$ cat src/rtl/fetch_pkg.sv
// Shared constants for the instruction-fetch stage: special instruction words,
// fetch FSM state encoding and the sequential PC increment.
package fetch_pkg;

    localparam logic [31:0] NOP_WORD  = 32'h0000_0000;
    localparam logic [31:0] HALT_WORD = 32'hFFFF_FFFF;
    localparam logic [31:0] PC_STEP   = 32'd4;

    localparam logic [0:0] ST_RUN    = 1'b0;
    localparam logic [0:0] ST_HALTED = 1'b1;

endpackage

$ cat src/rtl/if_id_register.sv
// IF/ID pipeline register: holds on stall, loads a NOP bubble on flush,
// otherwise captures a valid instruction and its PC+4.
module if_id_register
    import fetch_pkg::*;
#(
    parameter int B = 32
) (
    input  logic         clk,
    input  logic         reset,
    input  logic         hold,
    input  logic         bubble,
    input  logic [B-1:0] instr_d,
    input  logic [B-1:0] pc_plus4_d,
    output logic [B-1:0] instr,
    output logic [B-1:0] pc_plus4,
    output logic         valid
);

    logic [B-1:0] instr_q;
    logic [B-1:0] pc_plus4_q;
    logic         valid_q;

    always_ff @(posedge clk or negedge reset) begin
        if (!reset) begin
            instr_q    <= B'(NOP_WORD);
            pc_plus4_q <= '0;
            valid_q    <= 1'b0;
        end else if (hold) begin
            instr_q    <= instr_q;
            pc_plus4_q <= pc_plus4_q;
            valid_q    <= valid_q;
        end else if (bubble) begin
            instr_q    <= B'(NOP_WORD);
            pc_plus4_q <= '0;
            valid_q    <= 1'b0;
        end else begin
            instr_q    <= instr_d;
            pc_plus4_q <= pc_plus4_d;
            valid_q    <= 1'b1;
        end
    end

    assign instr    = instr_q;
    assign pc_plus4 = pc_plus4_q;
    assign valid    = valid_q;

endmodule

$ cat src/rtl/instruction_fetch.sv
// Fetch stage: PC register, next-PC selection, run/halt FSM and fetch counter,
// feeding the IF/ID register that drives decode.
//   state      | meaning
//   ST_RUN     | fetching; stall > jump > branch > flush > normal
//   ST_HALTED  | HALT word latched; PC and counter frozen, IF/ID drains to bubbles
module instruction_fetch
    import fetch_pkg::*;
#(
    parameter int           B        = 32,
    parameter int           W        = 8,
    parameter logic [B-1:0] PC_RESET = '0
) (
    input  logic         clk,
    input  logic         reset,
    input  logic         stall,
    input  logic         flush,
    input  logic         branch_taken,
    input  logic [B-1:0] branch_target,
    input  logic         jump_taken,
    input  logic [B-1:0] jump_target,
    output logic [W-1:0] imem_addr,
    input  logic [B-1:0] imem_data,
    output logic [B-1:0] if_id_instr,
    output logic [B-1:0] if_id_pc_plus4,
    output logic         if_id_valid,
    output logic         halted,
    output logic [31:0]  fetch_count
);

    localparam logic [B-1:0] ALIGN_MASK = {{(B-2){1'b1}}, 2'b00};

    logic [0:0]   state_q, state_d;
    logic [B-1:0] pc_q, pc_d;
    logic [31:0]  count_q, count_d;
    logic [B-1:0] pc_plus4;
    logic         ifid_hold;
    logic         ifid_bubble;

    assign pc_plus4  = pc_q + B'(PC_STEP);
    assign imem_addr = pc_q[W+1:2];

    always_comb begin
        pc_d        = pc_q;
        state_d     = state_q;
        count_d     = count_q;
        ifid_hold   = 1'b0;
        ifid_bubble = 1'b0;
        if (stall) begin
            ifid_hold = 1'b1;
        end else if (state_q == ST_HALTED) begin
            ifid_bubble = 1'b1;
        end else if (jump_taken) begin
            pc_d        = jump_target & ALIGN_MASK;
            ifid_bubble = 1'b1;
        end else if (branch_taken) begin
            pc_d        = branch_target & ALIGN_MASK;
            ifid_bubble = 1'b1;
        end else if (flush) begin
            pc_d        = pc_plus4;
            ifid_bubble = 1'b1;
        end else begin
            pc_d    = pc_plus4;
            count_d = count_q + 32'd1;
            // Only a HALT word that actually lands in IF/ID as valid stops fetch
            if (imem_data == B'(HALT_WORD)) begin
                state_d = ST_HALTED;
            end
        end
    end

    always_ff @(posedge clk or negedge reset) begin
        if (!reset) begin
            state_q <= ST_RUN;
            pc_q    <= PC_RESET;
            count_q <= '0;
        end else begin
            state_q <= state_d;
            pc_q    <= pc_d;
            count_q <= count_d;
        end
    end

    if_id_register #(.B(B)) u_if_id (
        .clk        (clk),
        .reset      (reset),
        .hold       (ifid_hold),
        .bubble     (ifid_bubble),
        .instr_d    (imem_data),
        .pc_plus4_d (pc_plus4),
        .instr      (if_id_instr),
        .pc_plus4   (if_id_pc_plus4),
        .valid      (if_id_valid)
    );

    assign halted      = (state_q == ST_HALTED);
    assign fetch_count = count_q;

endmodule

$ cat config.mk
export PLATFORM = sky130hd
export DESIGN_NAME = instruction_fetch
export DESIGN_NICKNAME = d
export VERILOG_FILES = /design/src/rtl/fetch_pkg.sv /design/src/rtl/if_id_register.sv /design/src/rtl/instruction_fetch.sv
export SDC_FILE = /design/constraint.sdc
export NUM_CORES = 1
export LEC_CHECK = 0
export ABC_AREA = 0
export CAP_MARGIN = 10
export CORE_MARGIN = 2
export CORE_UTILIZATION = 51
export DETAILED_ROUTE_END_ITERATION = 8
export PLACE_DENSITY_LB_ADDON = 0.3
export SLEW_MARGIN = 10
export SYNTH_ARGS = -nofsm -noshare
export SYNTH_HDL_FRONTEND = slang
export SYNTH_HIERARCHICAL = 1
export SYNTH_SLANG_ARGS = --single-unit
export TNS_END_PERCENT = 50
$ cat constraint.sdc
create_clock -name clk -period 5.15 [get_ports clk]
set_input_delay 0.515 -clock clk [delete_from_list [all_inputs] [get_ports clk]]
set_output_delay 0.515 -clock clk [all_outputs]
set_load 0.005 [all_outputs]
Word-level counts from Yosys, hierarchy flattened
Index checks and enable logic that the tools add are counted.
- flip-flop bits (word level): 130
- output and inout bits: 106
- bits of input ports: 102
- bitwise logic cells: 5
- reductions and logical operators: 2
- equal/unequal tests: 1
- add/sub/neg operators: 2
- muxes and demuxes: 16
- operators with widths (kind ; count):
    $mux 32 ; 4
    $add 32x1->32 const B ; 1
    $add 32x3->32 const B ; 1
    $eq 32x32->1 const B ; 1
    $mux 1 ; 12
    $not 1->1 ; 5
    $reduce_and 5->1 ; 1
    $reduce_and 2->1 ; 1

Depth between registers and ports, before layout
- word-level depth: 6
- depth in mapped cells: 9
- mapped depth without buffers: 8

By module
The synthesis kept the hierarchy.
- modules (own cells, without submodules) (module ; times used ; area each (sq um) ; seq. area each (sq um) ; cells each):
    instruction_fetch ; 1 ; 4000.1 ; 1576.5 ; 444
    if_id_register ; 1 ; 2708.8 ; 1626.6 ; 278

Worst setup path after synthesis
No wires, ideal clock.
- path type: input-to-reg
- from: in branch_taken
- to: reg count_q[27], in the netlist fetch_count[27]
- cell stages on the path: 6
- path buffers: 1
- arrival time: 1.972 ns
- path slack: 3.055 ns
- library setup time: 0.123 ns
- path through: clkbuf_1 > nor4bb_1 > nand4_1 > nor4_1 > nand4_1 > xnor2_1
- word-level cells in the longest chain between the ends: 2
- RTL lines (what ; RTL line ; source):
    start, declared ; instruction_fetch.sv:17 ; input logic branch_taken,
    $not 1->1 (no source line) ; -- ;
    $reduce_and 5->1 (no source line) ; -- ;
    end signal, assigned ; instruction_fetch.sv:79 ; count_q <= count_d;
    end, declared ; instruction_fetch.sv:34 ; logic [31:0] count_q, count_d;
Every way passes these cells.
A chain may end at the register's enable or synchronous reset.

Worst setup path in the final report
Same ends and word-level chain as after synthesis.

==> impl_results.md <==
- Status: finished clean
- Crit share post-route: 0.5534
- Via/cell ratio: between 5 and 6
- Initial Utilization: 0.5273
- Post-CTS Setup Repair Bufs: 0
- Row Count: 41
- RSZ-0062 raised after global routing: false
- Vias in the first global route: a little over 6000
- Final GP Congestion: 0.8631
- Vias: 6168
- Layout cells sized above 1: 0.05044
- Critical path capture point type: register
- Die height: 118.7 um
- Synth top area cells: dfrtp_1 48%, xnor2_1 6.0%, nand2b_1 6.0%, nand2_1 5.4%, o21ai_1 4.7%
- Fill cells: 968
- Worst Max-Slew Pin Slew: approximately 1.1 ns
- GRT Overall Usage: 0.2710
- Syn. warnings: 6
- Worst path most repeated cell: nand4_1
- Hold slack: 0.2420 ns
- Number of routed nets with antenna violations: 0
- Yosys top cell by area: dfrtp_1
- Core Util, Final: 0.7341
- TritonCTS clock tree: built
- Distinct cells, synth: 65
- Total grt overflow: 0
- DRT Pass-1 Iters: 5
- Setup TNS after final layout: 0 ns
- First-pass GRT wire length: 30.72 mm
- Inserted Diodes: 0
- Hold buffers post-CTS: 0
- Routed wire length: between 15 and 20 mm
- Per-cell routed wire length: 17.24 um
- Synth Instances: 722
- Post-synth top area share: 0.4774
- CTS sink count: 128
- Final net count: between 1000 and 1500
- Die footprint: 14090 um^2
- IO Port Bufs: between 200 and 250
- # setup viols final: 0
- Max-cap viol count: 0
- Clk slew on worst S/H paths: around 0.05 ns
- Leak: 3.844 nW
- Post-synth ARST share: 1.000
- Top Ports: 208
- Crit-path max FO: 19
- Startpoint Class: input port
- M1 WL: 7.690 mm
- CORE AREA: between 10000 and 15000 um^2
- Largest net degree at the start of global routing: 88
- Area occupied by registers: ~3200 um^2
- Worst vdd ir: 0.2138 mV
- DR WL met3: 1.431 mm
- Min cycle time layout: 2.850 ns
- Synth Cell Area: about 6700 um^2
- Detailed Route Iter0 Violations: 486
- Post_cts resized: 0
- Die W: 118.7 um
- Worst-skew pair later-pin latency: 0.41 ns
- WP data arrival: between 3 and 4 ns
- Clock root buffer: clkbuf_16
- Critical Path Max Stage Delay: 0.83 ns
- PwrDens: roughly 310 nW/um^2
- Critical-path top delay cell: clkdlybuf4s50_1
- Top_reg_cell synth: dfrtp_1
- Required @ worst endpoint: 5.45 ns
- Synth Register Bits: 128
- DRC viols: 0
- Seq/Total Area, Yosys: 0.4774
- EDFF count, synth: 0
- Top Metal Used: met4
- Final Hold Fails: 0
- H-tree Lvls: 4
- Area grow syn2layout: 39.20%
- Slew margin rel.: 0.2772
- Area occupied by multi-input gates: 3213 um^2
- Max Clock Freq: 0.3509 GHz
- WS Path Type: input port to register
- Cell Chain, Critical Path: clkdlybuf4s50_1 -> nor4bb_1 -> nand4_1 -> nor4_1 -> nand4_1 -> xnor2_1
- Fin. max-slew vios: 0
- Detailed placement HPWL: 13.10 mm
- WL met2: 9.161 mm
- CTS Buffer Depth: 2
- CTS buffer count: 17
- Avg Cell Area, Syn: 9.292 um^2
- Antenna violations before repair: 0
- Final Skew: 0.005084 ns
- Hold Crit Class: input port to asynchronous set/reset pin
[flip-flops by register name (all words and copies together), names as in the netlist]
signal            cells
u_if_id/instr        32
u_if_id/pc_plus4     32
halted                1
fetch_count          32
u_if_id/valid         1
pc_q                 30
[metrics by stage]
stage	setup WS (ns)	power, mW	instance area (um^2)	instances
5_1_grt	2.069	3.048	9339	1084
6_report	2.300	2.930	9339	1084
2_1_floorplan	3.055	1.445	6713	723
3_5_place_dp	1.938	1.759	8756	1054
3_3_place_gp	1.997	1.737	8756	1054
4_1_cts	2.332	2.947	9339	1084
[cell families after synthesis]
group           count (synthesis)  synth area share
simple gates                  286            0.2279
compound gates                179            0.1619
flops                         128            0.4774
buf+inv                        63           0.04532
xor+xnor                       59           0.07702
mux                             4          0.006154
fa+ha+maj                       2          0.003729
other cells                     1         0.0005590
[worst max-delay path: cells and delay by family]
family                 cells  cell delay [ns]
buffers and inverters      1             0.83
AND/OR/NAND/NOR            4             1.64
XOR/XNOR                   1             0.16
[worst paths after layout]
check / depth (start not counted) / end / startpoint / slack [ns]
max: 6 / fetch_count[27] / branch_taken / 2.30
min: 1 / fetch_count[31] / reset / 0.24
min in group clk: 1 / fetch_count[31] / fetch_count[31] / 0.47
max in group asynchronous: 2 / fetch_count[29] / reset / 3.62
min reg2reg: 1 / fetch_count[31] / fetch_count[31] / 0.47
max reg2reg: 5 / fetch_count[27] / halted / 2.69
[routing by layer]
layer | track usage | up-vias
li1 | - | 2884
met1 | 0.3501 | 2931
met2 | 0.4465 | 316
met3 | 0.05164 | 37
met4 | 0.1131 | 0
met5 | 0 | -
[synthesized netlist by cell type, types with 2 or more instances]
cell	instances
dfrtp_1	128
o21ai_0	22
buf_4	12
clkbuf_1	17
nor4_1	6
o31a_1	7
nor3_1	6
a22oi_1	9
nand2b_1	64
a22o_1	4
nand3_1	23
ha_1	2
a222oi_1	4
a41oi_1	2
buf_2	13
and3_1	14
xor2_1	13
buf_1	4
mux2i_1	3
o2bb2ai_1	3
a2bb2oi_1	5
a31oi_1	2
and4_1	9
nand2_1	97
inv_1	12
or3_1	3
nor2_1	26
o22ai_1	8
o21a_1	2
or4_1	2
nand4_1	19
clkbuf_2	5
o21ai_1	63
o31ai_1	4
a21o_1	2
xnor2_1	46
a21oi_1	32
nand4b_1	2
[cell type report]
class	count	area share
multi-input cells	532	0.3441
flip-flops and latches	128	0.3430
repair buffers	210	0.2227
clock buffers	25	0.05413
well taps	172	0.02304
inverters	12	0.004823
clock inverters	5	0.008307
[power breakdown]
part | internal [mW] | leakage [nW] | total [mW] | switching (mW)
combinational | 0.308 | 1.91 | 0.538 | 0.230
clock | 0.769 | 0.285 | 1.18 | 0.414
sequential | 1.10 | 1.65 | 1.21 | 0.103
[cells in the final DEF (no fill, tap or decap), types with 3 or more instances in the layout]
cell type	netlist	routed
clkdlybuf4s50_1	0	201
dfrtp_1	128	128
nand2_1	97	97
nand2b_1	64	64
o21ai_1	63	63
xnor2_1	46	46
a21oi_1	32	32
nor2_1	26	25
nand3_1	23	23
o21ai_0	22	22
nand4_1	19	19
clkbuf_16	0	17
and3_1	14	14
xor2_1	13	13
inv_1	12	12
and4_1	9	9
a22oi_1	9	9
buf_4	12	9
o22ai_1	8	8
o31a_1	7	7
nor4_1	6	6
nor3_1	6	6
a2bb2oi_1	5	5
clkbuf_8	0	5
a22o_1	4	4
a222oi_1	4	4
o31ai_1	4	4
or3_1	3	3
o2bb2ai_1	3	3
mux2i_1	3	3
clkbuf_1	17	3
Note: power is estimated with default switching activity, not from simulation.
